<file path="src/rtl/a216_bus_pkg.sv">
// Shared encodings for the core's memory-port arbiter: FSM states, AHB constants, owner ids.
// Latency: n/a (constants only).
// Backpressure: n/a.
package a216_bus_pkg;

    // Arbiter FSM state encoding
    localparam logic [1:0] ST_IDLE = 2'd0;
    localparam logic [1:0] ST_ADDR = 2'd1;
    localparam logic [1:0] ST_DATA = 2'd2;
    localparam logic [1:0] ST_RESP = 2'd3;

    // Single-bit HTRANS view used by this port (IDLE vs NONSEQ)
    localparam logic HTRANS_IDLE   = 1'b0;
    localparam logic HTRANS_ACTIVE = 1'b1;

    // Instruction fetches are always 32-bit words
    localparam logic [2:0] HSIZE_WORD = 3'b010;

    // Owner of the current / most recent transfer
    localparam logic OWN_IF = 1'b0;
    localparam logic OWN_D  = 1'b1;

    // Bit positions in the request / grant vectors
    localparam int REQ_IF_BIT = 0;
    localparam int REQ_D_BIT  = 1;

endpackage

</file>
<file path="src/rtl/mem_bus_arbiter_arb_priority.sv">
// Two-requester grant picker (bit 0 = fetch, bit 1 = data), one-hot grant.
// Latency: combinational. Build macro: ARB_ROUND_ROBIN_EN selects alternating grants on contention.
// Backpressure: none here; the caller only samples the grant while idle.
module arb_priority
    import a216_bus_pkg::*;
(
    input  logic [1:0] req,
    input  logic       last_owner,
    output logic [1:0] grant
);

`ifdef ARB_ROUND_ROBIN_EN
    // On contention grant whoever did not own the previous transfer; otherwise pass the lone request
    always_comb begin
        grant = 2'b00;
        if (req[REQ_D_BIT] && req[REQ_IF_BIT]) begin
            grant[REQ_D_BIT]  = (last_owner == OWN_IF);
            grant[REQ_IF_BIT] = (last_owner == OWN_D);
        end else begin
            grant = req;
        end
    end
`else
    // Fixed priority ignores history; data always wins because the pipeline is stalled on MEM anyway
    logic unused_last_owner;
    assign unused_last_owner = last_owner;

    // Data request beats fetch request
    always_comb begin
        grant = 2'b00;
        if (req[REQ_D_BIT]) begin
            grant[REQ_D_BIT] = 1'b1;
        end else if (req[REQ_IF_BIT]) begin
            grant[REQ_IF_BIT] = 1'b1;
        end
    end
`endif

endmodule

</file>
<file path="src/rtl/mem_bus_arbiter.sv">
// Shares one AHB-lite port between fetch and MEM with non-overlapped address/data phases.
// Latency: 4 cycles min (IDLE, ADDR, DATA, RESP); +1 per HREADY=0 cycle. Build macro: ARB_ROUND_ROBIN_EN.
// Backpressure: requesters hold req until their ready pulse; HREADY=0 freezes ADDR/DATA phases.
module mem_bus_arbiter
    import a216_bus_pkg::*;
#(
    parameter int ADDR_W = 64,
    parameter int DATA_W = 64
)(
    input  logic              CLK,
    input  logic              reset,
    input  logic              if_req,
    input  logic [ADDR_W-1:0] if_addr,
    output logic [DATA_W-1:0] if_rdata,
    output logic              if_ready,
    input  logic              d_req,
    input  logic              d_we,
    input  logic [2:0]        d_size,
    input  logic [ADDR_W-1:0] d_addr,
    input  logic [DATA_W-1:0] d_wdata,
    output logic [DATA_W-1:0] d_rdata,
    output logic              d_ready,
    output logic              stall_if,
    output logic              stall_mem,
    output logic [ADDR_W-1:0] HADDR,
    output logic              HTRANS,
    output logic              HWRITE,
    output logic [2:0]        HSIZE,
    output logic [DATA_W-1:0] HWDATA,
    input  logic [DATA_W-1:0] HRDATA,
    input  logic              HREADY
);

    // Everything the bus needs for one transfer, captured at grant time
    typedef struct packed {
        logic [ADDR_W-1:0] addr;
        logic              we;
        logic [2:0]        size;
        logic [DATA_W-1:0] wdata;
    } xfer_t;

    logic [1:0]        state_q;
    logic              owner_q;
    xfer_t             xfer_q;
    xfer_t             xfer_sel;
    logic [DATA_W-1:0] if_rdata_q;
    logic [DATA_W-1:0] d_rdata_q;
    logic [1:0]        req_vec;
    logic [1:0]        grant;
    logic              granted;

    assign req_vec = {d_req, if_req};
    assign granted = |grant;

    arb_priority u_arb (
        .req        (req_vec),
        .last_owner (owner_q),
        .grant      (grant)
    );

    // Pick the winning requester's transfer attributes; fetches are word reads with no write data
    always_comb begin
        xfer_sel.addr  = if_addr;
        xfer_sel.we    = 1'b0;
        xfer_sel.size  = HSIZE_WORD;
        xfer_sel.wdata = '0;
        if (grant[REQ_D_BIT]) begin
            xfer_sel.addr  = d_addr;
            xfer_sel.we    = d_we;
            xfer_sel.size  = d_size;
            xfer_sel.wdata = d_wdata;
        end
    end

    // Phase sequencing: one transfer at a time, HREADY stretches ADDR and DATA
    always_ff @(posedge CLK or negedge reset) begin
        if (!reset) begin
            state_q <= ST_IDLE;
        end else begin
            case (state_q)
                ST_IDLE: if (granted) state_q <= ST_ADDR;
                ST_ADDR: if (HREADY)  state_q <= ST_DATA;
                ST_DATA: if (HREADY)  state_q <= ST_RESP;
                ST_RESP:              state_q <= ST_IDLE;
                default:              state_q <= ST_IDLE;
            endcase
        end
    end

    // Latch owner and transfer attributes at grant; owner doubles as the round-robin history bit
    always_ff @(posedge CLK or negedge reset) begin
        if (!reset) begin
            owner_q <= OWN_IF;
            xfer_q  <= '0;
        end else if (state_q == ST_IDLE && granted) begin
            owner_q <= grant[REQ_D_BIT] ? OWN_D : OWN_IF;
            xfer_q  <= xfer_sel;
        end
    end

    // Capture read data for the owner at the end of the data phase; the other register keeps its value
    always_ff @(posedge CLK or negedge reset) begin
        if (!reset) begin
            if_rdata_q <= '0;
            d_rdata_q  <= '0;
        end else if (state_q == ST_DATA && HREADY) begin
            if (owner_q == OWN_D) begin
                d_rdata_q <= HRDATA;
            end else begin
                if_rdata_q <= HRDATA;
            end
        end
    end

    assign HTRANS = (state_q == ST_ADDR) ? HTRANS_ACTIVE : HTRANS_IDLE;
    assign HADDR  = xfer_q.addr;
    assign HWRITE = xfer_q.we;
    assign HSIZE  = xfer_q.size;
    assign HWDATA = xfer_q.wdata;

    // Ready pulses come straight from the RESP state, so only the owner can see one
    assign if_ready = (state_q == ST_RESP) && (owner_q == OWN_IF);
    assign d_ready  = (state_q == ST_RESP) && (owner_q == OWN_D);
    assign if_rdata = if_rdata_q;
    assign d_rdata  = d_rdata_q;

    assign stall_if  = if_req & ~if_ready;
    assign stall_mem = d_req & ~d_ready;

endmodule
</file>
<file path="config.mk">
export PLATFORM = sky130hd
export DESIGN_NAME = mem_bus_arbiter
export DESIGN_NICKNAME = d
export VERILOG_FILES = /design/src/rtl/a216_bus_pkg.sv /design/src/rtl/mem_bus_arbiter_arb_priority.sv /design/src/rtl/mem_bus_arbiter.sv
export SDC_FILE = /design/constraint.sdc
export NUM_CORES = 1
export LEC_CHECK = 0
export CORE_AREA = 5 5 203 205
export DETAILED_ROUTE_END_ITERATION = 10
export DIE_AREA = 0 0 208 210
export RECOVER_POWER = 25
export SLEW_MARGIN = 20
export SYNTH_ARGS = -nofsm -noshare
export SYNTH_HDL_FRONTEND = slang
export SYNTH_SLANG_ARGS = --single-unit
export TNS_END_PERCENT = 5
</file>
<file path="constraint.sdc">
create_clock -name CLK -period 2.5 [get_ports CLK]
set_clock_uncertainty 0.15 [all_clocks]
set_input_delay 0.25 -clock CLK [delete_from_list [all_inputs] [get_ports CLK]]
set_output_delay 0.25 -clock CLK [all_outputs]
set_load 0.05 [all_outputs]
</file>
## After elaboration in Yosys (flattened, before gate mapping)

Index checks and enable logic that the tools add are counted.

- Bits in registers: 263
- Bits of input ports: 265

- Eq/ne operators: 6
- Multiplexer cells: 10
- Bitwise gates (word level): 5
- Reduce and logical (&&, ||, !) cells: 9

Operators with widths:

| operator | number |
|---|---|
| 2-to-1 mux 132 bit | 1 |
| case mux 2 bit (4 select lines) | 1 |
| 2-to-1 mux 2 bit | 3 |
| != test 2 bit (second input constant) | 3 |
| 2-to-1 mux 1 bit | 5 |
| == test 2 bit (second input constant) | 2 |
| logical AND 1 bit | 4 |
| AND reduction 2 bit | 2 |
| NOT 1 bit | 3 |
| AND reduction 3 bit | 1 |
| AND 1 bit | 2 |
| == test 2 x 1 -> 1 bit (second input constant) | 1 |
| zero test 2 bit | 1 |
| OR reduction 2 bit | 1 |

## Logic depth before layout (Yosys ltp)

- Depth in word-level cells: 5
- Mapped depth: 8
- Depth with buffers taken out: 5

## Modules after synthesis

Synthesis repeated with hierarchy kept, for this count alone.

- Cells, all modules: 868
- Area total of the unflattened synthesis: 10618.9 um2

Modules (own cells, without submodules):

| module | instances | cells an instance | area each (um2) | sequential area each (um2) |
|---|---|---|---|---|
| mem_bus_arbiter | 1 | 866 | 10597.7 | 6581.3 |
| arb_priority | 1 | 2 | 21.3 | 0.0 |

## Worst setup path after synthesis

No wires, ideal clock.

- Path kind: register -> output
- Start point: reg state_q[0]
- End point: out stall_if
- Data arrival time: 1.720 ns
- Path slack: 0.380 ns
- Stages on the path, launching flop included: 4
- Path buffers: 0
- Path through: dfrtp_1 -> ha_1 -> nor2b_1 -> nor2b_1

- Word-level cells in the longest chain between the ends: 4

Ends and longest elaborated chain:

| what | RTL line | text |
|---|---|---|
| from (decl) | mem_bus_arbiter.sv:42 | `logic [1:0] state_q;` |
| from (signal assigned) | mem_bus_arbiter.sv:78 | `state_q <= ST_IDLE;` |
| from (signal assigned) | mem_bus_arbiter.sv:81 | `ST_IDLE: if (granted) state_q <= ST_ADDR;` |
| from (signal assigned) | mem_bus_arbiter.sv:82 | `ST_ADDR: if (HREADY) state_q <= ST_DATA;` |
| == test 2 bit | mem_bus_arbiter.sv:122 | `assign if_ready = (state_q == ST_RESP) && (owner_q == OWN_IF);` |
| logical AND 1 bit | mem_bus_arbiter.sv:122 |  |
| net if_ready | mem_bus_arbiter.sv:15 | `output logic if_ready,` |
| NOT 1 bit | mem_bus_arbiter.sv:127 | `assign stall_if = if_req & ~if_ready;` |
| AND 1 bit | mem_bus_arbiter.sv:127 |  |
| to (decl) | mem_bus_arbiter.sv:23 | `output logic stall_if,` |

The timed path passes the listed nets, and every way through them passes these cells.

## Worst setup path in the final report

- Start point: reg xfer_q, in the netlist HWDATA[10]
- End point: out HWDATA[10]

RTL lines:

| what | RTL line | text |
|---|---|---|
| from (decl) | mem_bus_arbiter.sv:44 | `xfer_t xfer_q;` |
| from (signal assigned) | mem_bus_arbiter.sv:97 | `xfer_q <= xfer_sel;` |
| to (decl) | mem_bus_arbiter.sv:29 | `output logic [DATA_W-1:0] HWDATA,` |

No word-level cell between the ends.

==> summary.txt <==
Outcome - finished clean
Yosys top cell area share - 62.3%
Worst Hold Class - input pin to flip-flop
Crit. path cell count - 1
Setup crit end kind - output pin
Worst EP required - 2.10 ns
Fin crit share - 88.8%
Sinks on Clock Net - 263
Cell depth of the worst min-delay path - 3
Per-cell routed wire length - 18.5 um
Filler instances - 3,736
CTS Buffer Depth - 3
CP startpoint - HWDATA[10]
Startpoint types - flip-flop
Antenna Nets Post-Route - 0
R2R depth - 5
Syn Area/Cell - 12.2 um^2
Cell area after synthesis - 10,600 um^2
Synth unique cells - 23
Drt first pass iters - 4
Max IR drop VDD - 0.000647 V
DP HPWL - 27,600 um
Vias in the first global route - 9,153
Clk pin slew, worst setup/hold paths - 0.06 ns
Antenna violations before repair - 0
Final wirelength - 35,900 um
Chip Width - 208 um
Worst skew pair latency - 0.54 ns
Vias/cell - 4.36
RSZ-0062 raised after global routing - false
GRT Overall Usage - 15.8%
Synthesized flop and latch total - 263
Max Cap Viol - 0
Initial core utilization - 26.9%
Via count - 8,463
CTS H-Tree Depth - 1
# IOs - 530
Final Max Tran Viols - 0
Final #Nets - 1,668
Row count - 73
R2r startpoint - state_q[0]
Post-Route Setup TNS - 0 ns
Power Density - 1560 nW/um^2
DRT iter0 DRCs - 276
Clk root buf - clkbuf_16
Hold Path Origin - d_wdata[47]
Critical-path top delay cell - clkdlybuf4s50_1
Sequential Area - 6580 um^2
Largest delay share family, worst path - buffers and inverters
Die ar. - 43,700 um^2
Pre-CTS setup slack - 0.252 ns
Worst slew margin - 26.1%
Routability congestion estimate - 0.775
Setup slack after layout - 0.281 ns
Final min period - 2.22 ns
Post-CTS Setup Inserts - 0
Largest stage delay on the critical path - 0.88 ns
Ys Warns - 0
Die Y - 210 um
Max Clk Rate - 451 MHz
WP buf/inv - 1
Remaining Overflow, GRT - 0
Cells after Synth - 866
Largest area contributor in the netlist - dfrtp_1
Final hold vios - 0
N_diodes - 0
Pleak - 7.77 nW
Syn-to-layout area delta - 65.4%
CP Data Arrival Time - 1.82 ns
Syn nets - 1,135
Critical path class - flip-flop to output pin
Largest net degree at the start of global routing - 68
Multi-input logic area - 3660 um^2
Critical Path Fanout Max - 2
Post-synthesis sequential area ratio - 62.3%
Total CTS buffers - 30
First-pass GRT wire length - 55,100 um
Layout cells sized above 1 - 14.3%
Worst-path cell chain - clkdlybuf4s50_1
Final number of setup-violating endpoints - 0
Worst-Margin Slew - 1.11 ns
IO Port Bufs - 529
Top cells by area, synth - dfrtp_1, mux2_2, nand2_1, mux2i_1, nand3_1
DRC violations left - 0
CTS tree - yes
Core ar. - 39,300 um^2
[cell usage after synthesis (all sizes together)]
cell type  instances
dfrtp            263
nand2            202
mux2             129
nand3             68
o21ai             66
mux2i             64
buf               44
clkbuf            13
nor2b              5
ha                 4
inv                2
nor2               2
a2bb2oi            1
and2               1
nand3b             1
o32a               1
[path summary, 6_finish.rpt]
path | to | slack (ns)
min in group asynchronous | d_rdata[2] | 0.14
hold reg to reg | HWDATA[37] | 0.31
hold / removal | HWDATA[47] | 0.11
setup / recovery | HWDATA[10] | 0.28
max in group asynchronous | HWDATA[38] | 0.56
setup reg to reg | d_rdata[10] | 0.36
[where the power goes]
group          internal (W)  total (W)  switching, W
clock               0.00254    0.00425       0.00172
combinational       0.00536     0.0157        0.0103
sequential          0.00631    0.00738       0.00107
total                0.0142     0.0273        0.0131
[layer usage]
metal / track usage [%] / vias to the layer above / routed length [um]
met4: 3.92 / 0 / 746
met1: 19.2 / 4062 / 14600
met2: 27.0 / 358 / 17400
li1: - / 4000 / -
met3: 5.61 / 43 / 3120
met5: 0 / - / 0
[cell usage in the layout, fill, tap and decap left out]
master and instances:
dlygate4sd2_1 1, mux2_2 124, mux2i_1 64, o32a_1 1, clkbuf_8 3, dfrtp_1 263, clkbuf_2 3, and2_1 1
nand3_1 67, dlygate4sd3_1 2, clkbuf_1 8, nand3b_1 1, inv_1 2, o21ai_4 1, a2bb2oi_1 1, bufinv_16 2
clkdlybuf4s50_1 522, buf_8 1, clkbuf_16 31, buf_4 18, buf_6 1, nand2_1 202, clkinvlp_4 1, ha_1 3
o21ai_1 14, clkinv_4 1, nor2b_1 5, ha_2 1, buf_12 9, mux2_1 5, nor2_1 2, nand3_2 1
o21ai_0 51, clkinv_2 5
[kinds of logic after synthesis]
logic type | share of synthesized area [%]
buffers and inverters | 3.02
DFF | 62.3
and+or+nand+nor | 10.9
muxes | 19.8
AOI/OAI and AO/OA | 3.41
adders and majority gates | 0.474
[timing repair]
action / CTS / global route
endpoints found under the setup margin: 1 / 0
endpoints found under the hold margin: 131 / 0
gates resized for setup: 1 / 0
hold buffers: 2 / 0
[flip-flops by register name (all words and copies together) (netlist names)]
name,flops
HADDR,64
HWDATA,64
d_rdata,64
HSIZE,3
if_rdata,64
HWRITE,1
owner_q,1
state_q,2
[per-stage QoR]
step	hold slack, ns	util, %	instance area (um^2)	instances	total power, W
after detailed placement	0.128	42.1	16600	1890	0.0233
after global placement	0.124	42.1	16600	1890	0.0232
after CTS	0.0645	44.6	17500	1942	0.0277
after floorplan	-0.196	-	10600	866	0.0173
final	0.106	44.5	17500	1942	0.0273
after global routing	0.0938	44.5	17500	1942	0.0286
[cell type report]
class	instances	area share, %
clock buffers	41	4.83
clock inverters	9	0.580
inverters	2	0.0430
multi-input cells	544	21.0
flip-flops and latches	263	37.7
well taps	525	3.76
repair buffers	558	32.1
Power figures use the tool's default switching activity.
